<file path="src/rtl/mem_stage_lsu_pkg.sv">
// Shared constants and types for the mem_stage_lsu load/store stage:
// funct3 width/sign codes, FSM state encoding and byte-lane helpers.
package mem_stage_lsu_pkg;

  localparam int BYTE_W = 8;

  localparam logic [2:0] F3_LB  = 3'b000;
  localparam logic [2:0] F3_LH  = 3'b001;
  localparam logic [2:0] F3_LW  = 3'b010;
  localparam logic [2:0] F3_LD  = 3'b011;
  localparam logic [2:0] F3_LBU = 3'b100;
  localparam logic [2:0] F3_LHU = 3'b101;
  localparam logic [2:0] F3_LWU = 3'b110;

  typedef enum logic {
    ST_IDLE = 1'b0,
    ST_BUSY = 1'b1
  } lsu_state_e;

  function automatic int lanes(input int xlen);
    return xlen / BYTE_W;
  endfunction

endpackage

</file>
<file path="src/rtl/mem_stage_lsu_if.sv">
// Data-memory port between the load/store stage (master) and memory (slave).
interface mem_stage_lsu_if
  import mem_stage_lsu_pkg::*;
#(
  parameter int XLEN = 32
);
  logic                      req;
  logic                      we;
  logic [XLEN-1:0]           addr;
  logic [lanes(XLEN)-1:0]    be;
  logic [XLEN-1:0]           wdata;
  logic [XLEN-1:0]           rdata;
  logic                      ack;

  modport master (output req, we, addr, be, wdata, input rdata, ack);
  modport slave  (input req, we, addr, be, wdata, output rdata, ack);
endinterface

</file>
<file path="src/rtl/mem_stage_lsu_lane_align.sv">
// Combinational byte-lane logic: store enables/replicated data, load lane
// extraction with sign/zero extension, and legality/alignment of an access.
module lsu_lane_align
  import mem_stage_lsu_pkg::*;
#(
  parameter int XLEN = 32,
  localparam int NB   = lanes(XLEN),
  localparam int OFFW = $clog2(NB)
) (
  input  logic [2:0]      funct3_i,
  input  logic [OFFW-1:0] off_i,
  input  logic            is_store_i,
  input  logic [XLEN-1:0] store_data_i,
  input  logic [2:0]      ld_funct3_i,
  input  logic [OFFW-1:0] ld_off_i,
  input  logic [XLEN-1:0] rdata_i,
  output logic [NB-1:0]   be_o,
  output logic [XLEN-1:0] wdata_o,
  output logic [XLEN-1:0] load_data_o,
  output logic            misalign_o,
  output logic            illegal_o
);

  logic [XLEN-1:0] field_s;

  // Store lane enables and data replicated across every lane of its size
  always_comb begin
    be_o    = '0;
    wdata_o = '0;
    case (funct3_i[1:0])
      2'b00: begin
        be_o    = NB'(1'b1) << off_i;
        wdata_o = {NB{store_data_i[7:0]}};
      end
      2'b01: begin
        be_o    = NB'(2'b11) << off_i;
        wdata_o = {(XLEN/16){store_data_i[15:0]}};
      end
      2'b10: begin
        be_o    = NB'(4'hF) << off_i;
        wdata_o = {(XLEN/32){store_data_i[31:0]}};
      end
      default: begin
        be_o    = '1;
        wdata_o = store_data_i;
      end
    endcase
  end

  // Alignment follows access size; legality depends on XLEN and direction
  always_comb begin
    misalign_o = 1'b0;
    illegal_o  = 1'b0;
    case (funct3_i[1:0])
      2'b00:   misalign_o = 1'b0;
      2'b01:   misalign_o = off_i[0];
      2'b10:   misalign_o = |off_i[1:0];
      default: misalign_o = |off_i;
    endcase
    if (funct3_i == 3'b111) begin
      illegal_o = 1'b1;
    end else if ((XLEN == 32) && ((funct3_i == F3_LD) || (funct3_i == F3_LWU))) begin
      illegal_o = 1'b1;
    end else if (is_store_i && (funct3_i > ((XLEN == 32) ? 3'd2 : 3'd3))) begin
      illegal_o = 1'b1;
    end else begin
      illegal_o = 1'b0;
    end
  end

  assign field_s = rdata_i >> {ld_off_i, 3'b000};

  // Load extraction; at XLEN=32 the LW cast leaves the field unchanged
  always_comb begin
    load_data_o = '0;
    case (ld_funct3_i)
      F3_LB:   load_data_o = XLEN'($signed(field_s[7:0]));
      F3_LH:   load_data_o = XLEN'($signed(field_s[15:0]));
      F3_LW:   load_data_o = XLEN'($signed(field_s[31:0]));
      F3_LD:   load_data_o = field_s;
      F3_LBU:  load_data_o = XLEN'(field_s[7:0]);
      F3_LHU:  load_data_o = XLEN'(field_s[15:0]);
      F3_LWU:  load_data_o = XLEN'(field_s[31:0]);
      default: load_data_o = '0;
    endcase
  end

endmodule

</file>
<file path="src/rtl/mem_stage_lsu.sv">
// Load/store pipeline stage with req/ack data-memory handshake and
// registered writeback. Define MEM_STAGE_TIMEOUT_EN to abort stuck accesses.
module mem_stage_lsu
  import mem_stage_lsu_pkg::*;
#(
  parameter int XLEN           = 32,
  parameter int TIMEOUT_CYCLES = 255
) (
  input  logic              clk_i,
  input  logic              rst_i,
  input  logic              valid_i,
  input  logic [4:0]        rd_addr_i,
  input  logic [XLEN-1:0]   rd_data_i,
  input  logic              rd_we_i,
  input  logic [XLEN-1:0]   mem_addr_i,
  input  logic [XLEN-1:0]   store_data_i,
  input  logic              mem_re_i,
  input  logic              mem_we_i,
  input  logic [2:0]        opfunc3_i,
  mem_stage_lsu_if.master   dmem,
  output logic              stall_o,
  output logic [4:0]        rd_addr_o,
  output logic [XLEN-1:0]   rd_data_o,
  output logic              rd_we_o,
  output logic              misalign_o,
  output logic [XLEN-1:0]   badaddr_o,
  output logic              bus_err_o
);

  localparam int NB   = lanes(XLEN);
  localparam int OFFW = $clog2(NB);

  lsu_state_e      state_q, state_d;
  logic [XLEN-1:0] addr_q, addr_d;
  logic [NB-1:0]   be_q, be_d;
  logic [XLEN-1:0] wdata_q, wdata_d;
  logic [2:0]      f3_q, f3_d;
  logic            st_q, st_d;
  logic [4:0]      lrd_addr_q, lrd_addr_d;
  logic            lrd_we_q, lrd_we_d;
  logic [4:0]      rd_addr_q, rd_addr_d;
  logic [XLEN-1:0] rd_data_q, rd_data_d;
  logic            rd_we_q, rd_we_d;
  logic            misalign_q, misalign_d;
  logic [XLEN-1:0] badaddr_q, badaddr_d;
  logic            bus_err_q, bus_err_d;

  logic            mem_op_s, stall_s, tmo_hit_s;
  logic            misalign_s, illegal_s;
  logic [NB-1:0]   be_s;
  logic [XLEN-1:0] wdata_s, load_s;

  assign mem_op_s = valid_i & (mem_re_i | mem_we_i);

  lsu_lane_align #(.XLEN(XLEN)) u_align (
    .funct3_i     (opfunc3_i),
    .off_i        (mem_addr_i[OFFW-1:0]),
    .is_store_i   (mem_we_i),
    .store_data_i (store_data_i),
    .ld_funct3_i  (f3_q),
    .ld_off_i     (addr_q[OFFW-1:0]),
    .rdata_i      (dmem.rdata),
    .be_o         (be_s),
    .wdata_o      (wdata_s),
    .load_data_o  (load_s),
    .misalign_o   (misalign_s),
    .illegal_o    (illegal_s)
  );

`ifdef MEM_STAGE_TIMEOUT_EN
  localparam int TW = ($clog2(TIMEOUT_CYCLES + 1) > 8) ? 16 : 8;
  logic [TW-1:0] tmo_cnt_q, tmo_cnt_d;

  // Count BUSY cycles; cleared in IDLE so each access starts from zero
  always_comb begin
    tmo_cnt_d = '0;
    if (state_q == ST_BUSY) begin
      tmo_cnt_d = tmo_cnt_q + TW'(1'b1);
    end else begin
      tmo_cnt_d = '0;
    end
  end

  always_ff @(posedge clk_i or posedge rst_i) begin
    if (rst_i) begin
      tmo_cnt_q <= '0;
    end else begin
      tmo_cnt_q <= tmo_cnt_d;
    end
  end

  assign tmo_hit_s = (state_q == ST_BUSY) && !dmem.ack && (tmo_cnt_q == TW'(TIMEOUT_CYCLES - 1));
`else
  assign tmo_hit_s = 1'b0;
`endif

  // Next state, request latches and writeback values
  always_comb begin
    state_d    = state_q;
    addr_d     = addr_q;
    be_d       = be_q;
    wdata_d    = wdata_q;
    f3_d       = f3_q;
    st_d       = st_q;
    lrd_addr_d = lrd_addr_q;
    lrd_we_d   = lrd_we_q;
    rd_addr_d  = rd_addr_q;
    rd_data_d  = rd_data_q;
    rd_we_d    = 1'b0;
    misalign_d = 1'b0;
    badaddr_d  = badaddr_q;
    bus_err_d  = 1'b0;
    stall_s    = 1'b0;
    case (state_q)
      ST_IDLE: begin
        if (!mem_op_s) begin
          rd_addr_d = rd_addr_i;
          rd_data_d = rd_data_i;
          rd_we_d   = rd_we_i & valid_i;
        end else if (illegal_s) begin
          rd_we_d = 1'b0;
        end else if (misalign_s) begin
          misalign_d = 1'b1;
          badaddr_d  = mem_addr_i;
        end else begin
          stall_s    = 1'b1;
          state_d    = ST_BUSY;
          addr_d     = mem_addr_i;
          be_d       = be_s;
          wdata_d    = wdata_s;
          f3_d       = opfunc3_i;
          st_d       = mem_we_i;
          lrd_addr_d = rd_addr_i;
          lrd_we_d   = rd_we_i;
        end
      end
      ST_BUSY: begin
        // Releasing the stall on ack lets the next instruction arrive on the same edge
        if (dmem.ack) begin
          state_d   = ST_IDLE;
          rd_addr_d = lrd_addr_q;
          if (st_q) begin
            rd_we_d = 1'b0;
          end else begin
            rd_data_d = load_s;
            rd_we_d   = lrd_we_q;
          end
        end else if (tmo_hit_s) begin
          state_d   = ST_IDLE;
          bus_err_d = 1'b1;
          badaddr_d = addr_q;
        end else begin
          stall_s = 1'b1;
        end
      end
      default: state_d = ST_IDLE;
    endcase
  end

  // State, latches and registered outputs
  always_ff @(posedge clk_i or posedge rst_i) begin
    if (rst_i) begin
      state_q    <= ST_IDLE;
      addr_q     <= '0;
      be_q       <= '0;
      wdata_q    <= '0;
      f3_q       <= 3'b000;
      st_q       <= 1'b0;
      lrd_addr_q <= 5'd0;
      lrd_we_q   <= 1'b0;
      rd_addr_q  <= 5'd0;
      rd_data_q  <= '0;
      rd_we_q    <= 1'b0;
      misalign_q <= 1'b0;
      badaddr_q  <= '0;
      bus_err_q  <= 1'b0;
    end else begin
      state_q    <= state_d;
      addr_q     <= addr_d;
      be_q       <= be_d;
      wdata_q    <= wdata_d;
      f3_q       <= f3_d;
      st_q       <= st_d;
      lrd_addr_q <= lrd_addr_d;
      lrd_we_q   <= lrd_we_d;
      rd_addr_q  <= rd_addr_d;
      rd_data_q  <= rd_data_d;
      rd_we_q    <= rd_we_d;
      misalign_q <= misalign_d;
      badaddr_q  <= badaddr_d;
      bus_err_q  <= bus_err_d;
    end
  end

  // Reset must kill req and stall immediately, not at the next edge
  assign dmem.req   = (state_q == ST_BUSY) & ~rst_i;
  assign dmem.we    = st_q;
  assign dmem.addr  = {addr_q[XLEN-1:OFFW], {OFFW{1'b0}}};
  assign dmem.be    = be_q;
  assign dmem.wdata = wdata_q;
  assign stall_o    = stall_s & ~rst_i;

  assign rd_addr_o  = rd_addr_q;
  assign rd_data_o  = rd_data_q;
  assign rd_we_o    = rd_we_q;
  assign misalign_o = misalign_q;
  assign badaddr_o  = badaddr_q;
  assign bus_err_o  = bus_err_q;

endmodule

</file>
<file path="src/flat_wrapper.sv">
// flat-port wrapper written by rule: the top's interface ports become plain ports
module mem_stage_lsu_flat import mem_stage_lsu_pkg::*;
#(
  parameter int XLEN           = 32,
  parameter int TIMEOUT_CYCLES = 255
)
  (clk_i, rst_i, valid_i, rd_addr_i, rd_data_i, rd_we_i, mem_addr_i, store_data_i, mem_re_i, mem_we_i, opfunc3_i, stall_o, rd_addr_o, rd_data_o, rd_we_o, misalign_o, badaddr_o, bus_err_o, dmem_req, dmem_we, dmem_addr, dmem_be, dmem_wdata, dmem_rdata, dmem_ack);
  mem_stage_lsu_if #(.XLEN(XLEN)) dmem_i ();
  input  logic clk_i;
  input  logic rst_i;
  input  logic valid_i;
  input  logic [4:0] rd_addr_i;
  input  logic [XLEN-1:0] rd_data_i;
  input  logic rd_we_i;
  input  logic [XLEN-1:0] mem_addr_i;
  input  logic [XLEN-1:0] store_data_i;
  input  logic mem_re_i;
  input  logic mem_we_i;
  input  logic [2:0] opfunc3_i;
  output logic stall_o;
  output logic [4:0] rd_addr_o;
  output logic [XLEN-1:0] rd_data_o;
  output logic rd_we_o;
  output logic misalign_o;
  output logic [XLEN-1:0] badaddr_o;
  output logic bus_err_o;
  output wire logic [$bits(dmem_i.req)-1:0] dmem_req;
  output wire logic [$bits(dmem_i.we)-1:0] dmem_we;
  output wire logic [$bits(dmem_i.addr)-1:0] dmem_addr;
  output wire logic [$bits(dmem_i.be)-1:0] dmem_be;
  output wire logic [$bits(dmem_i.wdata)-1:0] dmem_wdata;
  input wire logic [$bits(dmem_i.rdata)-1:0] dmem_rdata;
  input wire logic [$bits(dmem_i.ack)-1:0] dmem_ack;
  assign dmem_req = dmem_i.req;
  assign dmem_we = dmem_i.we;
  assign dmem_addr = dmem_i.addr;
  assign dmem_be = dmem_i.be;
  assign dmem_wdata = dmem_i.wdata;
  assign dmem_i.rdata = dmem_rdata;
  assign dmem_i.ack = dmem_ack;
  mem_stage_lsu #(.XLEN(XLEN), .TIMEOUT_CYCLES(TIMEOUT_CYCLES)) u_core (.clk_i(clk_i), .rst_i(rst_i), .valid_i(valid_i), .rd_addr_i(rd_addr_i), .rd_data_i(rd_data_i), .rd_we_i(rd_we_i), .mem_addr_i(mem_addr_i), .store_data_i(store_data_i), .mem_re_i(mem_re_i), .mem_we_i(mem_we_i), .opfunc3_i(opfunc3_i), .dmem(dmem_i), .stall_o(stall_o), .rd_addr_o(rd_addr_o), .rd_data_o(rd_data_o), .rd_we_o(rd_we_o), .misalign_o(misalign_o), .badaddr_o(badaddr_o), .bus_err_o(bus_err_o));
endmodule
</file>
<file path="config.mk">
export PLATFORM = sky130hd
export DESIGN_NAME = mem_stage_lsu_flat
export DESIGN_NICKNAME = d
export VERILOG_FILES = /design/src/rtl/mem_stage_lsu_pkg.sv /design/src/rtl/mem_stage_lsu_if.sv /design/src/rtl/mem_stage_lsu_lane_align.sv /design/src/rtl/mem_stage_lsu.sv /design/src/flat_wrapper.sv
export SDC_FILE = /design/constraint.sdc
export NUM_CORES = 1
export LEC_CHECK = 0
export ABC_AREA = 1
export CAP_MARGIN = 20
export CORE_MARGIN = 2
export CORE_UTILIZATION = 44
export DETAILED_ROUTE_END_ITERATION = 16
export GPL_TIMING_DRIVEN = 0
export PLACE_DENSITY = 0.84
export SYNTH_ARGS = -nofsm -noshare
export SYNTH_HDL_FRONTEND = slang
export SYNTH_SLANG_ARGS = --single-unit
export TNS_END_PERCENT = 5
</file>
<file path="constraint.sdc">
create_clock -name clk_i -period 5.2 [get_ports clk_i]
set_input_delay 0.52 -clock clk_i [delete_from_list [all_inputs] [get_ports clk_i]]
set_output_delay 0.52 -clock clk_i [all_outputs]
set_load 0.05 [all_outputs]
</file>
==> impl_metrics.toml <==
[run_status]
outcome = "finished clean"

[drt]
drtPass1Iterations = 6
drt_iter0_drc = 664
post_drt_wl_per_cell_um = 17.3
routed_wl_um = 25000
vias = 7431
drc = 0
vias_per_cell = 5.15
ant_nets = 0

[global_routing]
track_usage_pct = 28.6
grtUsageMet1_pct = 34.5
grt_pass1_wl_um = 39700
use_met3_pct = 8.08
grt_max_degree = 96
antenna_found_initial = 0
grt-ovfl-total = 0
grtUsageMet2_pct = 48.7
grt_pass1_vias = 7542
grt_busiest_layer = "met2"

[floorplanning]
die_area_sq_um = 17500
num_rows = 46
start_util_pct = 45.3
coreArea_sq_um = 16000
pin_count = 286
die_h_um = 132
dieWidth_um = 132

[setup_path]
critPathTopFamily = "buffers and inverters"
cp_max_fo = 10
critical-path-slowest-cell = "clkdlybuf4s50_1"
crit_arrival_ns = 3.54
slowest_delay_ns = 0.81
end_kind = "output pin"
crit_required_ns = 4.68
crit_type = "in2out"
crit_chain = "clkdlybuf4s50_1, inv_1, ha_1, buf_6, nor2_4, inv_2, a21oi_4, nand3b_1, buf_4, buf_6, buf_6, a21oi_2, clkdlybuf4s50_1"
crit_path_start_kind = "input port"
cp_common_cell = "buf_6"
cp.buffers_inverters = 8

[clock_network]
postCtsSetupRepairBufs = 0
cts_num_sinks = 150
cts-buffers-inserted = 17
max-clock-path-buffers = 2
path_clk_slew_ns = 0.06
insertion_delay_ns = 0.42
cts_max_level = 4
cts-root-buf = "clkbuf_16"
cts_resized = 0
cts_hold_buf = 0
tritoncts = "built"

[yosys]
syn-instance-count = 910
synth_mux_area_share_pct = 0
mappedNetlistArea_sq_um = 7260
synth_top_family_by_area = "simple AND/OR/NAND/NOR gates"
async_flop_share_pct = 100
avgSynthCellArea_sq_um = 7.97
yosys-top-cells-count = "264 x nand2_1, 150 x dfrtp_1, 113 x o21ai_0"
synthSimpleGateAreaFrac_pct = 20.2
synth_compound_area_share_pct = 16.7
synth_edf_count = 0
ys_top_cells_by_area = "dfrtp_1 52%, nand2_1 14%, o21ai_0 7.8%"
synth_adder_area_share_pct = 0.862
yosys.area.top_type_share_pct = 51.7
ys_ff_latch = 150
yosysWarnings = 0
synthXorXnorAreaFrac_pct = 0
yosys.area.top_type = "dfrtp_1"
synth_seq_area_share_pct = 51.7
netlist-cell-type-count = 26
synth_ff_type = "dfrtp_1"
yosysMostFrequentCell = "nand2_1"

[timing]
max_freq_mhz = 246
finalSetupViolCount = 0
worst_pin_slew_ns = 0.623
min_period_ns = 4.06
setup_tns_ns = 0
fin_ws_ns = 1.14
hold_viol = 0
clock_skew_ns = 0.0105
rsz0062_at_grt = "false"
drv_slew = 0
post-route-period-util_pct = 78.1
slew-limit-headroom_pct = 58.5

[power]
vdd_drop_max_mv = 0.358
power.leakage_nw = 5.09
power.total_w = 0.00573
p_per_area_nw_per_um2 = 522

[placement]
place_ws_ns = 1.16
dp_hpwl_um = 18700
gp_congestion = 0.922
numPortBuffers = 282

[worst_hold_path]
holdCritPathClass = "reg2reg"

[layout]
diodes = 0
num-nets-final = 1362
drive_gt1_share_pct = 7.99
syn_to_final_growth_pct = 51.3

[job]
maxCapViolations = 0
-- kinds of logic after synthesis --
logic type      after synthesis
simple gates                370
fa+ha+maj                     5
compound gates              234
flops                       150
other cells                   1
buf+inv                     150
-- path summary, 6_finish.rpt --
path                                           start                    end  slack, ns  cells past startpoint
worst min-delay path            u_core.lrd_addr_q[4]   u_core.lrd_addr_q[4]       0.48                      2
worst max-delay path                    opfunc3_i[1]                stall_o       1.14                     13
worst min register to register  u_core.lrd_addr_q[4]   u_core.lrd_addr_q[4]       0.48                      2
max in group asynchronous                      rst_i  u_core.dmem.wdata[13]       3.74                      3
min in group asynchronous                      rst_i   u_core.rd_data_o[20]       0.61                      2
worst max register to register        u_core.state_q    u_core.rd_addr_o[4]       3.19                      5
-- per-layer routing --
layer  up-vias  wire, um
met5         -         0
met3        57      1970
met1      3507     10100
li1       3519         -
met2       348     12200
met4         0       769
-- layout make-up --
type	count	area (sq um)
buffer	87	524
clock buffer	19	443
clock inverter	12	143
fill	1358	5030
inverter	63	241
multi-input combinational	612	2750
sequential	150	3750
tap	216	270
timing repair buffer	283	2850
-- placed cells by master (no fill, tap or decap), types with 2 or more instances in the layout --
master | netlist | layout
buf_6 | 6 | 6
nand3_1 | 47 | 47
a31oi_1 | 5 | 5
bufinv_16 | 0 | 2
buf_1 | 3 | 3
ha_1 | 5 | 5
buf_4 | 34 | 34
dfrtp_1 | 150 | 150
inv_6 | 0 | 6
buf_2 | 20 | 20
clkbuf_16 | 0 | 17
o21ai_0 | 113 | 113
conb_1 | 1 | 3
o21ai_1 | 30 | 30
clkdlybuf4s50_1 | 0 | 282
inv_2 | 2 | 2
inv_1 | 61 | 60
o211ai_1 | 5 | 5
nor3_1 | 3 | 3
nand2_1 | 264 | 264
clkbuf_1 | 24 | 25
nor2_1 | 53 | 53
clkinvlp_4 | 0 | 3
a21oi_1 | 77 | 77
-- sequential cells by signal, indices dropped and copies added, names as in the netlist, 3 cells and up --
name and flops:
u_core.rd_addr_o 5, u_core.f3_q 3, u_core.dmem.wdata 32, u_core.rd_data_o 32, u_core.badaddr_o 32, u_core.addr_q 32, u_core.dmem.be 4, u_core.lrd_addr_q 5
-- metrics by stage --
step | util (%) | hold WS (ns) | std cells | instance area, sq um
2_1_floorplan | - | 0.449 | 912 | 7260
3_3_place_gp | 64.7 | 0.462 | 1410 | 10400
3_5_place_dp | 64.9 | 0.464 | 1411 | 10400
4_1_cts | 68.6 | 0.480 | 1442 | 11000
5_1_grt | 68.6 | 0.502 | 1442 | 11000
6_report | 68.6 | 0.481 | 1442 | 11000
-- worst reg2reg max path, stage by stage (launching register included) --
cell	delay, ns
dfrtp_1	0.46
inv_1	0.16
clkbuf_1	0.43
clkbuf_1	0.54
nand2_1	0.11
a31oi_1	0.22
-- where the power goes --
group | switching (W) | internal [W] | total (W)
Combinational | 0.00184 | 0.000956 | 0.00279
Clock | 0.000513 | 0.000727 | 0.00124
Sequential | 0.000204 | 0.00150 | 0.00170
Total | 0.00255 | 0.00318 | 0.00573
(Power assumes the default switching activity.)
